**src/rtl/pc8001_rom_loader_pkg.sv**
```systemverilog
// Shared types and default region sizes for the PC-8001 ROM download path.
package pc8001_pkg;
  typedef enum logic [1:0] {ROM_MAIN, ROM_EXT, ROM_CG} rom_sel_t;
  typedef enum logic [1:0] {ERR_NONE, ERR_SHORT, ERR_OVERRUN, ERR_GAP} load_err_t;
  typedef enum logic [2:0] {ST_IDLE, ST_LOAD, ST_DRAIN, ST_DONE, ST_ERROR} load_state_t;

  localparam int MAIN_SIZE_DEF = 24576;
  localparam int EXT_SIZE_DEF  = 8192;
  localparam int CG_SIZE_DEF   = 2048;
endpackage

```
**src/rtl/pc8001_rom_loader_if.sv**
```systemverilog
// ioctl download stream in, ROM write port and load status out.
interface pc8001_rom_loader_if;
  import pc8001_pkg::*;

  logic        ioctl_download;
  logic [7:0]  ioctl_index;
  logic        ioctl_wr;
  logic [24:0] ioctl_addr;
  logic [7:0]  ioctl_dout;
  logic        ioctl_wait;
  logic        rom_wr;
  rom_sel_t    rom_sel;
  logic [14:0] rom_addr;
  logic [7:0]  rom_data;
  logic        rom_ack;
  logic        core_reset;
  logic        load_done;
  load_err_t   load_error;
  logic [15:0] checksum;

  modport master (
    input  ioctl_download, ioctl_index, ioctl_wr, ioctl_addr, ioctl_dout, rom_ack,
    output ioctl_wait, rom_wr, rom_sel, rom_addr, rom_data,
           core_reset, load_done, load_error, checksum
  );

  modport slave (
    output ioctl_download, ioctl_index, ioctl_wr, ioctl_addr, ioctl_dout, rom_ack,
    input  ioctl_wait, rom_wr, rom_sel, rom_addr, rom_data,
           core_reset, load_done, load_error, checksum
  );
endinterface

```
**src/rtl/pc8001_rom_region_decode.sv**
```systemverilog
// Maps an image byte offset to {region, offset within region}.
module pc8001_rom_region_decode
  import pc8001_pkg::*;
#(
  parameter int MAIN_SIZE = MAIN_SIZE_DEF,
  parameter int EXT_SIZE  = EXT_SIZE_DEF,
  parameter int CG_SIZE   = CG_SIZE_DEF
) (
  input  logic [24:0] off,
  output rom_sel_t    sel,
  output logic [14:0] addr,
  output logic        in_range
);
  localparam logic [24:0] EXT_BASE = 25'(MAIN_SIZE);
  localparam logic [24:0] CG_BASE  = 25'(MAIN_SIZE + EXT_SIZE);
  localparam logic [24:0] END_OFF  = 25'(MAIN_SIZE + EXT_SIZE + CG_SIZE);

  always_comb begin
    sel      = ROM_MAIN;
    addr     = 15'(off);
    in_range = 1'b1;
    if (off >= END_OFF) begin
      addr     = '0;
      in_range = 1'b0;
    end else if (off >= CG_BASE) begin
      sel  = ROM_CG;
      addr = 15'(off - CG_BASE);
    end else if (off >= EXT_BASE) begin
      sel  = ROM_EXT;
      addr = 15'(off - EXT_BASE);
    end
  end
endmodule

```
**src/rtl/pc8001_rom_loader.sv**
```systemverilog
// Turns the hps_io BIND88 download into ROM write cycles with a one-entry
// buffer, keeping the core in reset until a clean image has landed.
module pc8001_rom_loader
  import pc8001_pkg::*;
#(
  parameter logic [7:0] FILE_INDEX = 8'd1,
  parameter int         MAIN_SIZE  = MAIN_SIZE_DEF,
  parameter int         EXT_SIZE   = EXT_SIZE_DEF,
  parameter int         CG_SIZE    = CG_SIZE_DEF
) (
  input logic               clk_sys,
  input logic               reset,
  pc8001_rom_loader_if.master bus
);
  localparam logic [15:0] TOTAL_OFF = 16'(MAIN_SIZE + EXT_SIZE + CG_SIZE);

  load_state_t state;
  logic        buf_full;
  rom_sel_t    wr_sel;
  logic [14:0] wr_addr;
  logic [7:0]  wr_data;
  logic [15:0] exp_off;
  logic [15:0] csum;
  logic        done;
  load_err_t   err;
  logic        core_rst;

  rom_sel_t    dec_sel;
  logic [14:0] dec_addr;
  logic        dec_in_range;

  pc8001_rom_region_decode #(
    .MAIN_SIZE(MAIN_SIZE), .EXT_SIZE(EXT_SIZE), .CG_SIZE(CG_SIZE)
  ) u_decode (
    .off(bus.ioctl_addr), .sel(dec_sel), .addr(dec_addr), .in_range(dec_in_range)
  );

  logic start, short_img;
  assign start     = bus.ioctl_download && (bus.ioctl_index == FILE_INDEX);
  assign short_img = exp_off < TOTAL_OFF;

  always_ff @(posedge clk_sys) begin
    if (reset) begin
      state    <= ST_IDLE;
      buf_full <= 1'b0;
      wr_sel   <= ROM_MAIN;
      wr_addr  <= '0;
      wr_data  <= '0;
      exp_off  <= '0;
      csum     <= '0;
      done     <= 1'b0;
      err      <= ERR_NONE;
      core_rst <= 1'b1;
    end else if (start && (state == ST_IDLE || state == ST_DONE || state == ST_ERROR)) begin
      state    <= ST_LOAD;
      buf_full <= 1'b0;
      exp_off  <= '0;
      csum     <= '0;
      done     <= 1'b0;
      err      <= ERR_NONE;
      core_rst <= 1'b1;
    end else begin
      case (state)
        ST_IDLE: core_rst <= 1'b0;
        ST_LOAD: begin
          if (buf_full && bus.rom_ack) buf_full <= 1'b0;
          if (!bus.ioctl_download) begin
            // A byte still waiting for the core must land before judging the image.
            if (buf_full) state <= ST_DRAIN;
            else if (short_img) begin
              err   <= ERR_SHORT;
              state <= ST_ERROR;
            end else begin
              done  <= 1'b1;
              state <= ST_DONE;
            end
          end else if (bus.ioctl_wr) begin
            // ioctl_wait was high, so a strobe now is an overrun even alongside rom_ack.
            if (buf_full) begin
              err      <= ERR_OVERRUN;
              buf_full <= 1'b0;
              state    <= ST_ERROR;
            end else if (dec_in_range) begin
              if (bus.ioctl_addr[15:0] != exp_off) begin
                err   <= ERR_GAP;
                state <= ST_ERROR;
              end else begin
                buf_full <= 1'b1;
                wr_sel   <= dec_sel;
                wr_addr  <= dec_addr;
                wr_data  <= bus.ioctl_dout;
                csum     <= csum + {8'h00, bus.ioctl_dout};
                exp_off  <= exp_off + 16'd1;
              end
            end
          end
        end
        ST_DRAIN: begin
          if (!buf_full || bus.rom_ack) begin
            buf_full <= 1'b0;
            if (short_img) begin
              err   <= ERR_SHORT;
              state <= ST_ERROR;
            end else begin
              done  <= 1'b1;
              state <= ST_DONE;
            end
          end
        end
        ST_DONE: core_rst <= 1'b0;
        default: ;
      endcase
    end
  end

  assign bus.ioctl_wait = buf_full;
  assign bus.rom_wr     = buf_full;
  assign bus.rom_sel    = wr_sel;
  assign bus.rom_addr   = wr_addr;
  assign bus.rom_data   = wr_data;
  assign bus.core_reset = core_rst;
  assign bus.load_done  = done;
  assign bus.load_error = err;
  assign bus.checksum   = csum;
endmodule

```
**src/flat_wrapper.sv**
```systemverilog
// flat-port wrapper written by rule: the top's interface ports become plain ports
module pc8001_rom_loader_flat import pc8001_pkg::*;
#(
  parameter logic [7:0] FILE_INDEX = 8'd1,
  parameter int         MAIN_SIZE  = MAIN_SIZE_DEF,
  parameter int         EXT_SIZE   = EXT_SIZE_DEF,
  parameter int         CG_SIZE    = CG_SIZE_DEF
)
  (clk_sys, reset, bus_ioctl_download, bus_ioctl_index, bus_ioctl_wr, bus_ioctl_addr, bus_ioctl_dout, bus_rom_ack, bus_ioctl_wait, bus_rom_wr, bus_rom_sel, bus_rom_addr, bus_rom_data, bus_core_reset, bus_load_done, bus_load_error, bus_checksum);
  pc8001_rom_loader_if bus_i ();
  input logic clk_sys;
  input logic reset;
  input wire logic [$bits(bus_i.ioctl_download)-1:0] bus_ioctl_download;
  input wire logic [$bits(bus_i.ioctl_index)-1:0] bus_ioctl_index;
  input wire logic [$bits(bus_i.ioctl_wr)-1:0] bus_ioctl_wr;
  input wire logic [$bits(bus_i.ioctl_addr)-1:0] bus_ioctl_addr;
  input wire logic [$bits(bus_i.ioctl_dout)-1:0] bus_ioctl_dout;
  input wire logic [$bits(bus_i.rom_ack)-1:0] bus_rom_ack;
  output wire logic [$bits(bus_i.ioctl_wait)-1:0] bus_ioctl_wait;
  output wire logic [$bits(bus_i.rom_wr)-1:0] bus_rom_wr;
  output wire logic [$bits(bus_i.rom_sel)-1:0] bus_rom_sel;
  output wire logic [$bits(bus_i.rom_addr)-1:0] bus_rom_addr;
  output wire logic [$bits(bus_i.rom_data)-1:0] bus_rom_data;
  output wire logic [$bits(bus_i.core_reset)-1:0] bus_core_reset;
  output wire logic [$bits(bus_i.load_done)-1:0] bus_load_done;
  output wire logic [$bits(bus_i.load_error)-1:0] bus_load_error;
  output wire logic [$bits(bus_i.checksum)-1:0] bus_checksum;
  assign bus_i.ioctl_download = bus_ioctl_download;
  assign bus_i.ioctl_index = bus_ioctl_index;
  assign bus_i.ioctl_wr = bus_ioctl_wr;
  assign bus_i.ioctl_addr = bus_ioctl_addr;
  assign bus_i.ioctl_dout = bus_ioctl_dout;
  assign bus_i.rom_ack = bus_rom_ack;
  assign bus_ioctl_wait = bus_i.ioctl_wait;
  assign bus_rom_wr = bus_i.rom_wr;
  assign bus_rom_sel = bus_i.rom_sel;
  assign bus_rom_addr = bus_i.rom_addr;
  assign bus_rom_data = bus_i.rom_data;
  assign bus_core_reset = bus_i.core_reset;
  assign bus_load_done = bus_i.load_done;
  assign bus_load_error = bus_i.load_error;
  assign bus_checksum = bus_i.checksum;
  pc8001_rom_loader #(.FILE_INDEX(FILE_INDEX), .MAIN_SIZE(MAIN_SIZE), .EXT_SIZE(EXT_SIZE), .CG_SIZE(CG_SIZE)) u_core (.clk_sys(clk_sys), .reset(reset), .bus(bus_i));
endmodule
```
**config.mk**
```make
export PLATFORM = sky130hd
export DESIGN_NAME = pc8001_rom_loader_flat
export DESIGN_NICKNAME = d
export VERILOG_FILES = /design/src/rtl/pc8001_rom_loader_pkg.sv /design/src/rtl/pc8001_rom_loader_if.sv /design/src/rtl/pc8001_rom_region_decode.sv /design/src/rtl/pc8001_rom_loader.sv /design/src/flat_wrapper.sv
export SDC_FILE = /design/constraint.sdc
export NUM_CORES = 1
export LEC_CHECK = 0
export ABC_AREA = 1
export ABC_CLOCK_PERIOD_IN_PS = 1760
export CAP_MARGIN = 20
export CORE_MARGIN = 2
export CORE_UTILIZATION = 45
export DETAILED_ROUTE_END_ITERATION = 7
export HOLD_SLACK_MARGIN = 0.1
export PLACE_DENSITY = 0.79
export SLEW_MARGIN = 0
export SYNTH_ARGS = -nofsm -noshare
export SYNTH_HDL_FRONTEND = slang
export SYNTH_SLANG_ARGS = --single-unit
export TNS_END_PERCENT = 5
```
**constraint.sdc**
```tcl
create_clock -name clk_sys -period 1.76 [get_ports clk_sys]
set_clock_uncertainty 0.2 [all_clocks]
set_input_delay 0.176 -clock clk_sys [delete_from_list [all_inputs] [get_ports clk_sys]]
set_output_delay 0.176 -clock clk_sys [all_outputs]
set_load 0.01 [all_outputs]
```
==> summary.txt <==
Route
  – DR WL/cell: 15.5 um
  – DR vias: 5141
  – Via/cell ratio: 5.37
  – WL final: 14.8 mm
  – # DRC: 0
  – Final ANT Viol Nets: 0
  – DRT iter0 DRCs: 402
  – Pre-Repair DR Iteration Count: 5

Worst hold path
  – Hold/Removal Path Class: in2reg

Run
  – Max cap viols: 0

Power and ir drop
  – Pwr Total: 3.26 mW
  – Leakage: 3.02 nW
  – Max IR drop VDD: 0.341 mV
  – Power per cell area: 492 nW/um^2

Floorplanning
  – Core area: 8590 um^2
  – # IOs: 93
  – Die W: 97.4 um
  – Initial core utilization: 45.7%
  – Die height: 97.4 um
  – Die Area: 9490 um^2
  – Rows: 34

Global route
  – Initial antenna violation count: 0
  – All-Layer GR Usage: 27.0%
  – Largest net degree at the start of global routing: 32
  – Global route overflow: 0
  – Vias in the first global route: 4762
  – First-pass GRT wire length: 21.2 mm

Clocking
  – H-tree Lvls: 3
  – Worst-path clk slew: 0.09 ns
  – Number of buffers on the longest clock path: 2
  – CTS buffer count: 9
  – Root Buffer Master: clkbuf_8
  – CTS tree: yes
  – Clk sinks: 65
  – Clk_lat worst skew: 0.35 ns

Placement
  – HPWL Detailed: 9.26 mm
  – GPL Wtd Cong: 0.915
  – Port buffer count: 92

Worst setup path
  – Critical path endpoint category: flip-flop
  – Worst endpoint required time: 1.79 ns
  – Worst EP arrival: 2.08 ns
  – Reg2reg setup slack: -0.30 ns
  – Startpoint types: flip-flop
  – Crit Path Max Fanout: 13
  – Setup Crit Path Kind: reg2reg

STA
  – Tcrit/Tclk final: 117%
  – Fmax: 487 MHz
  – Fin crit period: 2.06 ns
  – Fin. max-slew vios: 0
  – Fin. Hold Viols: 0
  – Final worst slack: -0.295 ns
  – Measured slew at the worst slew-check pin: 0.363 ns
  – Worst rel slew slack: 75.6%
  – RSZ-0062 raised after global routing: true
  – Final setup viols: 62

Synth
  – Post-Syn Instances: 628
  – Syn Std Cell Area: 3930 um^2
  – Synth Warn #: 0
  – Unique cell type count in the Yosys netlist: 32
  – Register bit total from synthesis: 65
  – Syn Nets: 686
  – Mean post-synth cell area: 6.25 um^2
  – Seq/Total Area, Yosys: 33.1%

Finish
  – Share of cells above drive strength 1: 28.2%
  – Commonest cells after routing, fill and taps aside: nand2_1, nor2_1, buf_4
  – Leading cell type in the layout, fill and taps excluded: nand2_1
  – Layout area overhead: 68.5%
  – Antenna Cells: 0
  – Fin util: 77.0%
  – Nets: 902

Run status
  – Failing checks: setup timing
  – Status: complete, but fails checks
final timing paths:
path	startpoint	endpoint	cells past startpoint
max	u_core.exp_off[9]$_SDFFE_PP0P_	u_core.exp_off[3]$_SDFFE_PP0P_	12
min reg2reg	u_core.bus.load_done$_SDFFE_PP0P_	u_core.bus.load_done$_SDFFE_PP0P_	2
min	bus_ioctl_dout[0]	u_core.bus.checksum[0]$_SDFFE_PP0P_	4
max reg2reg	u_core.exp_off[9]$_SDFFE_PP0P_	u_core.exp_off[3]$_SDFFE_PP0P_	12
per-stage QoR:
stage	worst slack [ns]	area [um^2]	hold WS (ns)	TNS [ns]	cells
finish	-0.295	6620	0.177	-14.03	957
CTS	-0.184	6220	0.171	-7.71	946
detailed placement	-0.577	5780	0.243	-30.72	914
global placement	-0.513	5780	0.238	-27.97	914
floorplan	-0.0885	3950	0.0455	-0.246	628
global route	-0.402	6620	0.198	-20.79	957
state kept, by name, summed over array words and instances (netlist names):
signal	flops
u_core.bus.core_reset	1
u_core.bus.checksum	16
u_core.bus.ioctl_wait	1
u_core.bus.load_error	2
u_core.state	3
u_core.bus.rom_addr	15
u_core.bus.load_done	1
u_core.bus.rom_data	8
u_core.bus.rom_sel	2
u_core.exp_off	16
final cells by class:
cell class | instances | area, um^2
fill | 565 | 1980
multi-input combinational | 469 | 2520
clock inverter | 5 | 56.3
inverter | 77 | 289
clock buffer | 11 | 141
timing repair buffer | 222 | 2150
sequential | 65 | 1330
tap | 108 | 135
layer usage:
layer	vias to the layer above	wire, um	track usage, %
li1	2419	-	-
met1	2402	5870	33.0
met2	269	7500	48.1
met3	51	986	3.88
met4	0	466	9.83
met5	-	0	0
cell families (layout without fill, tap and decap cells):
group,count (synthesis),count (layout),synth area share (%)
xor+xnor,17,17,3.79
compound gates,71,71,9.24
flops,65,65,33.1
simple gates,369,369,40.1
fa+ha+maj,12,12,4.02
buf+inv,94,315,9.69
Yosys cell counts, drive strengths merged:
library cell  count  area (um^2)
and2              2         12.5
o22ai             1         6.26
nand3b            3         22.5
clkbuf            7         26.3
nor3b             4         50.1
a31oi             1         6.26
nor3             10         50.1
xor2             13          114
or2               1         6.26
inv              77          289
a21oi            28          140
buf              10         65.1
nor2            124          498
nor4              2         18.8
fa                1         20.0
o31ai             2         15.0
xnor2             4         35.0
o21ai            39          195
nand2           169          634
dfxtp            65         1300
nand3            48          245
nand4             6         37.5
ha               11          138
worst max-delay path: stages, from the launching register on:
cell,delay [ns]
dfxtp_1,0.37
inv_1,0.07
nand2_1,0.05
nand2_1,0.06
nor2_1,0.12
nand2_2,0.09
nor2_4,0.20
nand3_4,0.11
nor2_4,0.19
buf_12,0.19
nand2_1,0.09
nor2_1,0.14
nor2_1,0.07
repair_timing:
action	in CTS	in global routing
gates cloned	2	4
hold endpoints to repair	3	6
resized for setup	44	98
setup endpoints to repair	65	69
hold buffers	3	5
pin swaps	16	36
setup buffers	11	4
power breakdown:
part	switching [mW]	internal, mW	leakage [nW]
sequential	0.00831	1.48	0.532
clock	0.639	0.692	0.0993
combinational	0.211	0.229	2.38
No activity file was read; power rests on OpenSTA's default activity.
